===== src/rtl/multdiv_sequencer_if.sv =====
// multdiv_sequencer_if: DX/multdiv/writeback signals between the pipeline (master) and the sequencer (slave).
// MDSEQ_PERF_EN adds the performance counter outputs.
interface multdiv_sequencer_if;
  logic [31:0] dx_insn;
  logic        dx_valid;
  logic        md_data_ready;
  logic        md_exception;
  logic [31:0] md_result;
  logic        md_ctrl_mult;
  logic        md_ctrl_div;
  logic        stall;
  logic        busy;
  logic        result_valid;
  logic [4:0]  result_reg;
  logic [31:0] result_data;
  logic        result_exc;
`ifdef MDSEQ_PERF_EN
  logic [31:0] perf_ops;
  logic [31:0] perf_stall_cycles;
  logic [15:0] perf_timeouts;
  modport master (
    output dx_insn, dx_valid, md_data_ready, md_exception, md_result,
    input  md_ctrl_mult, md_ctrl_div, stall, busy, result_valid, result_reg, result_data, result_exc,
    input  perf_ops, perf_stall_cycles, perf_timeouts
  );
  modport slave (
    input  dx_insn, dx_valid, md_data_ready, md_exception, md_result,
    output md_ctrl_mult, md_ctrl_div, stall, busy, result_valid, result_reg, result_data, result_exc,
    output perf_ops, perf_stall_cycles, perf_timeouts
  );
`else
  modport master (
    output dx_insn, dx_valid, md_data_ready, md_exception, md_result,
    input  md_ctrl_mult, md_ctrl_div, stall, busy, result_valid, result_reg, result_data, result_exc
  );
  modport slave (
    input  dx_insn, dx_valid, md_data_ready, md_exception, md_result,
    output md_ctrl_mult, md_ctrl_div, stall, busy, result_valid, result_reg, result_data, result_exc
  );
`endif
endinterface


===== src/rtl/multdiv_sequencer.sv =====
// multdiv_sequencer: launches the multi-cycle multdiv unit, stalls the pipeline until ready/timeout, emits one writeback record.
// Optional MDSEQ_PERF_EN adds perf_ops / perf_stall_cycles / perf_timeouts counters.
module multdiv_sequencer #(
  parameter int TIMEOUT_CYCLES = 40,
  parameter int CNT_W = 6
) (
  input logic clock,
  input logic reset,
  multdiv_sequencer_if.slave bus
);
  typedef enum logic [1:0] {IDLE, LAUNCH, WAIT, DONE} state_t;
  state_t state;
  logic [CNT_W-1:0] cnt;
  logic [4:0] rd;
  logic is_div;
  logic is_md;
  logic fail;
  logic unused_insn_bits;
  assign is_md = bus.dx_valid && bus.dx_insn[31:27] == 5'b00000 && bus.dx_insn[6:3] == 4'b0011;
  assign fail = !bus.md_data_ready || bus.md_exception;
  assign bus.stall = (state == IDLE && is_md) || state == LAUNCH || state == WAIT;
  assign unused_insn_bits = ^{bus.dx_insn[21:7], bus.dx_insn[1:0]};
`ifdef MDSEQ_PERF_EN
  logic timed_out;
`endif
  always_ff @(posedge clock)
    if (reset) begin
      state <= IDLE;
      cnt <= '0;
      rd <= '0;
      is_div <= 1'b0;
      bus.md_ctrl_mult <= 1'b0;
      bus.md_ctrl_div <= 1'b0;
      bus.busy <= 1'b0;
      bus.result_valid <= 1'b0;
      bus.result_reg <= '0;
      bus.result_data <= '0;
      bus.result_exc <= 1'b0;
`ifdef MDSEQ_PERF_EN
      timed_out <= 1'b0;
`endif
    end else
      case (state)
        IDLE:
          if (is_md) begin
            state <= LAUNCH;
            rd <= bus.dx_insn[26:22];
            is_div <= bus.dx_insn[2];
            bus.md_ctrl_mult <= !bus.dx_insn[2];
            bus.md_ctrl_div <= bus.dx_insn[2];
            bus.busy <= 1'b1;
          end
        LAUNCH: begin
          state <= WAIT;
          cnt <= '0;
          bus.md_ctrl_mult <= 1'b0;
          bus.md_ctrl_div <= 1'b0;
        end
        WAIT: begin
          cnt <= cnt + 1'b1;
          // ready takes priority over a timeout expiring in the same cycle
          if (bus.md_data_ready || cnt == CNT_W'(TIMEOUT_CYCLES - 1)) begin
            state <= DONE;
            bus.busy <= 1'b0;
            bus.result_valid <= 1'b1;
            bus.result_reg <= fail ? 5'd30 : rd;
            bus.result_data <= fail ? (is_div ? 32'd5 : 32'd4) : bus.md_result;
            bus.result_exc <= fail;
`ifdef MDSEQ_PERF_EN
            timed_out <= !bus.md_data_ready;
`endif
          end
        end
        DONE: begin
          state <= IDLE;
          bus.result_valid <= 1'b0;
        end
      endcase
`ifdef MDSEQ_PERF_EN
  always_ff @(posedge clock)
    if (reset) begin
      bus.perf_ops <= '0;
      bus.perf_stall_cycles <= '0;
      bus.perf_timeouts <= '0;
    end else begin
      bus.perf_ops <= bus.perf_ops + 32'(state == DONE);
      bus.perf_stall_cycles <= bus.perf_stall_cycles + 32'(bus.stall);
      bus.perf_timeouts <= bus.perf_timeouts + 16'(state == DONE && timed_out);
    end
`endif
endmodule

===== src/flat_wrapper.sv =====
// flat-port wrapper written by rule: the top's interface ports become plain ports
module multdiv_sequencer_flat 
#(
  parameter int TIMEOUT_CYCLES = 40,
  parameter int CNT_W = 6
)
  (clock, reset, bus_dx_insn, bus_dx_valid, bus_md_data_ready, bus_md_exception, bus_md_result, bus_md_ctrl_mult, bus_md_ctrl_div, bus_stall, bus_busy, bus_result_valid, bus_result_reg, bus_result_data, bus_result_exc);
  multdiv_sequencer_if bus_i ();
  input logic clock;
  input logic reset;
  input wire logic [$bits(bus_i.dx_insn)-1:0] bus_dx_insn;
  input wire logic [$bits(bus_i.dx_valid)-1:0] bus_dx_valid;
  input wire logic [$bits(bus_i.md_data_ready)-1:0] bus_md_data_ready;
  input wire logic [$bits(bus_i.md_exception)-1:0] bus_md_exception;
  input wire logic [$bits(bus_i.md_result)-1:0] bus_md_result;
  output wire logic [$bits(bus_i.md_ctrl_mult)-1:0] bus_md_ctrl_mult;
  output wire logic [$bits(bus_i.md_ctrl_div)-1:0] bus_md_ctrl_div;
  output wire logic [$bits(bus_i.stall)-1:0] bus_stall;
  output wire logic [$bits(bus_i.busy)-1:0] bus_busy;
  output wire logic [$bits(bus_i.result_valid)-1:0] bus_result_valid;
  output wire logic [$bits(bus_i.result_reg)-1:0] bus_result_reg;
  output wire logic [$bits(bus_i.result_data)-1:0] bus_result_data;
  output wire logic [$bits(bus_i.result_exc)-1:0] bus_result_exc;
  assign bus_i.dx_insn = bus_dx_insn;
  assign bus_i.dx_valid = bus_dx_valid;
  assign bus_i.md_data_ready = bus_md_data_ready;
  assign bus_i.md_exception = bus_md_exception;
  assign bus_i.md_result = bus_md_result;
  assign bus_md_ctrl_mult = bus_i.md_ctrl_mult;
  assign bus_md_ctrl_div = bus_i.md_ctrl_div;
  assign bus_stall = bus_i.stall;
  assign bus_busy = bus_i.busy;
  assign bus_result_valid = bus_i.result_valid;
  assign bus_result_reg = bus_i.result_reg;
  assign bus_result_data = bus_i.result_data;
  assign bus_result_exc = bus_i.result_exc;
  multdiv_sequencer #(.TIMEOUT_CYCLES(TIMEOUT_CYCLES), .CNT_W(CNT_W)) u_core (.clock(clock), .reset(reset), .bus(bus_i));
endmodule

===== config.mk =====
export PLATFORM = sky130hd
export DESIGN_NAME = multdiv_sequencer_flat
export DESIGN_NICKNAME = d
export VERILOG_FILES = /design/src/rtl/multdiv_sequencer_if.sv /design/src/rtl/multdiv_sequencer.sv /design/src/flat_wrapper.sv
export SDC_FILE = /design/constraint.sdc
export NUM_CORES = 1
export LEC_CHECK = 0
export BUFFER_PORTS_ARGS = -buffer_cell sky130_fd_sc_hd__buf_2
export CAP_MARGIN = 20
export CORE_UTILIZATION = 41
export DETAILED_ROUTE_END_ITERATION = 6
export PLACE_DENSITY_LB_ADDON = 0.15
export SYNTH_ARGS = -nofsm -noshare
export SYNTH_HDL_FRONTEND = slang
export SYNTH_SLANG_ARGS = --single-unit

===== constraint.sdc =====
create_clock -name clock -period 1.7 [get_ports clock]
set_clock_uncertainty 0.2 [all_clocks]
set_input_delay 0.51 -clock clock [delete_from_list [all_inputs] [get_ports clock]]
set_output_delay 0.51 -clock clock [all_outputs]
set_load 0.01 [all_outputs]

==> results.sh <==
export IMPL_status="complete, but fails checks"
export IMPL_violations="setup timing"
export IMPL_syn_area_per_cell_um2=8.86
export IMPL_antenna_found_initial=0
export IMPL_cap_violations=0
export IMPL_largest_register_ffs=32
export IMPL_critPathBufInv=2
export IMPL_drv_slew=0
export IMPL_final_net_count=434
export IMPL_grt_usage=0.192
export IMPL_hold_viol_final=0
export IMPL_yosys_warnings=0
export IMPL_synth_edf_count=0
export IMPL_drive_gt1_frac=0.428
export IMPL_relSlewSlack=0.730
export IMPL_core_area_um2=5170
export IMPL_totalNegativeSetupSlack_ns=-1.77
export IMPL_cts_buffers=5
export IMPL_cts_tree="yes"
export IMPL_num_vias=2125
export IMPL_fin_crit_ns=1.98
export IMPL_grt_first_pass_wirelength_mm=8.38
export IMPL_fp_dieW_um=75.6
export IMPL_p_sw_frac=0.246
export IMPL_fillers=468
export IMPL_synthCells=251
export IMPL_drc=0
export IMPL_clkLatencyLatePin_ns=0.30
export IMPL_grt_max_degree=32
export IMPL_peakVddDrop_uv=438
export IMPL_syn_to_final_growth_pct=43.2
export IMPL_p_per_area_nw_per_um2=790
export IMPL_pwr_share_clk=0.306
export IMPL_combinationalPowerShare=0.160
export IMPL_fp_dieH_um=75.6
export IMPL_antennaDiodeCount=0
export IMPL_port_buffers=94
export IMPL_ant_nets=0
export IMPL_clock_fmax_ghz=0.504
export IMPL_worst_path_max_delay_cell="nor4_4"
export IMPL_p_sw_w=0.000620
export IMPL_synth_area_um2=2220
export IMPL_crit_required_ns=0.99
export IMPL_path_clk_slew_ns=0.10
export IMPL_arrival_ns=1.27
export IMPL_routed_wl_mm=5.56
export IMPL_synth_net_count=325
export IMPL_clockBufferDepth=2
export IMPL_r2r_setup_slack_ns=-0.10
export IMPL_async_flop_share=0
export IMPL_first_iter_violations=84
export IMPL_critPathTopFamily="simple AND/OR/NAND/NOR gates"
export IMPL_max_flop_register="u_core.bus.result_data"
export IMPL_wl_per_cell_um=12.9
export IMPL_worstHoldPathType="in -> reg"
export IMPL_start_util=0.430
export IMPL_path_common_cell="buf_6"
export IMPL_fin_crit_sh=1.17
export IMPL_boundaryPins=112
export IMPL_dieArea_um2=5720
export IMPL_firstDrtPassIters=4
export IMPL_ys_seq_elements=56
export IMPL_grt_pass1_vias=1908
export IMPL_worstMarginPinSlew_ns=0.404
export IMPL_sequentialPowerShare=0.533
export IMPL_slowest_delay_ns=0.28
export IMPL_dp_slack_ns=-0.320
export IMPL_routabilityCongestion=0.772
export IMPL_place_hpwl_mm=3.77
export IMPL_intPower_w=0.00189
export IMPL_cts_root_buf="clkbuf_8"
export IMPL_yosysUniqueCellTypes=37
export IMPL_placementRows=26
export IMPL_leakagePower_nw=1.44
export IMPL_synth_ff_type="dfxtp_1"
export IMPL_worstSetupEndpointType="output port"
export IMPL_grt_overflow=0
export IMPL_worst_path_max_fanout=2
export IMPL_timing_final_ws_setup_ns=-0.285
export IMPL_rsz0062_at_grt="true"
export IMPL_clock_sinks=56
export IMPL_htreeDepth=2
export IMPL_setup_viol=38
export IMPL_crit_type="in -> out"
export IMPL_ys_seq_area_frac=0.504
export IMPL_reg_largest_list="u_core.bus.result_data: 32 flops, u_core.cnt: 6 flops"
export IMPL_critPathLaunchType="input port"
export IMPL_via_per_inst=4.94
export IMPL_path_cells="buf_6, nor4_4, nand4_1, nand2_4, buf_6"
path summary, 6_finish.rpt:
| check | from | depth (start not counted) | end |
|---|---|---|---|
| worst max-delay path | bus_dx_insn[27] | 5 | bus_stall |
| worst min register to register | u_core.rd[0]$_SDFFE_PP0P_ | 2 | u_core.bus.result_reg[0]$_SDFFE_PP0P_ |
| worst min-delay path | bus_dx_insn[23] | 3 | u_core.rd[1]$_SDFFE_PP0P_ |
| worst max register to register | u_core.state[0]$_SDFFE_PP0P_ | 7 | u_core.bus.busy$_SDFFE_PP0P_ |
cell families (layout without fill, tap and decap cells):
family	Yosys count	after routing	synth area share
buf+inv	25	134	0.0484
compound gates	83	83	0.222
flops	56	56	0.504
fa+ha+maj	5	5	0.0281
simple gates	71	71	0.150
mux	7	7	0.0315
xor+xnor	4	4	0.0158
routing by layer:
layer / wire, um / share of wire / track usage / up-vias
li1: - / - / - / 1088
met1: 2570 / 0.46 / 0.230 / 974
met2: 2700 / 0.49 / 0.337 / 57
met3: 244 / 0.044 / 0.0437 / 6
met4: 45 / 0.0081 / 0.0700 / 0
met5: 0 / 0 / 0 / -
power groups by stage:
stage          clock, W  sequential (W)  combinational [W]
2_1_floorplan         0         0.00137           0.000176
3_3_place_gp          0         0.00137           0.000339
3_5_place_dp          0         0.00137           0.000342
4_1_cts        0.000786         0.00134           0.000379
5_1_grt        0.000850         0.00134           0.000443
6_report       0.000770         0.00134           0.000403
tightest hold or removal path, stage by stage:
cell     delay [ns]
buf_2          0.07
mux2i_1        0.05
nor2_1         0.07
metrics by stage:
stage / cells / cell area [um2] / hold slack, ns / util / power, W
after global placement: 417 / 2880 / 0.250 / 0.557 / 0.00171
after floorplan: 251 / 2250 / 0.236 / - / 0.00154
final: 430 / 3180 / 0.237 / 0.615 / 0.00251
after CTS: 429 / 3120 / 0.228 / 0.604 / 0.00251
after detailed placement: 417 / 2880 / 0.255 / 0.557 / 0.00171
after global routing: 430 / 3180 / 0.230 / 0.615 / 0.00264
cell type report:
type | instances | area (um2) | area share
inverter | 6 | 26.3 | 0.00825
sequential | 56 | 1120 | 0.353
timing repair buffer | 121 | 753 | 0.237
multi-input combinational | 170 | 1090 | 0.344
clock buffer | 7 | 96.3 | 0.0303
tap | 70 | 87.6 | 0.0275
cells in the mapped netlist (all sizes together) (2+ instances only):
cell type  instances  share of area
o221a              5          0.025
nand2             39          0.066
ha                 5          0.028
a21oi             34          0.077
dfxtp             56           0.50
buf                6          0.014
a21o               2         0.0068
xor2               4          0.016
nand3              2         0.0045
nor2b              2         0.0056
nor2              13          0.022
inv                6          0.010
nand4              3         0.0084
nand2b             3         0.0084
and3               2         0.0056
clkbuf            13          0.025
o21ai             31          0.070
mux2i              7          0.032
cell usage in the layout (no fill, tap or decap), types with 4 or more instances in the layout:
| cell type | instances |
|---|---|
| o21ai_0 | 9 |
| buf_6 | 8 |
| clkbuf_8 | 7 |
| mux2i_1 | 7 |
| buf_4 | 20 |
| inv_1 | 4 |
| nand2_1 | 38 |
| a21oi_1 | 34 |
| xor2_1 | 4 |
| o221a_2 | 5 |
| dfxtp_1 | 53 |
| nor2_1 | 11 |
| o21ai_1 | 21 |
| buf_2 | 90 |
timing repair:
| action | 4_1_cts | 5_1_grt |
|---|---|---|
| pin swaps | 7 | 7 |
| setup buffers | 5 | 1 |
| hold buffers | 0 | 0 |
| gates cloned | 1 | 0 |
| resized for setup | 30 | 25 |
| endpoints found under the setup margin | 52 | 54 |
Power figures use the tool's default switching activity.
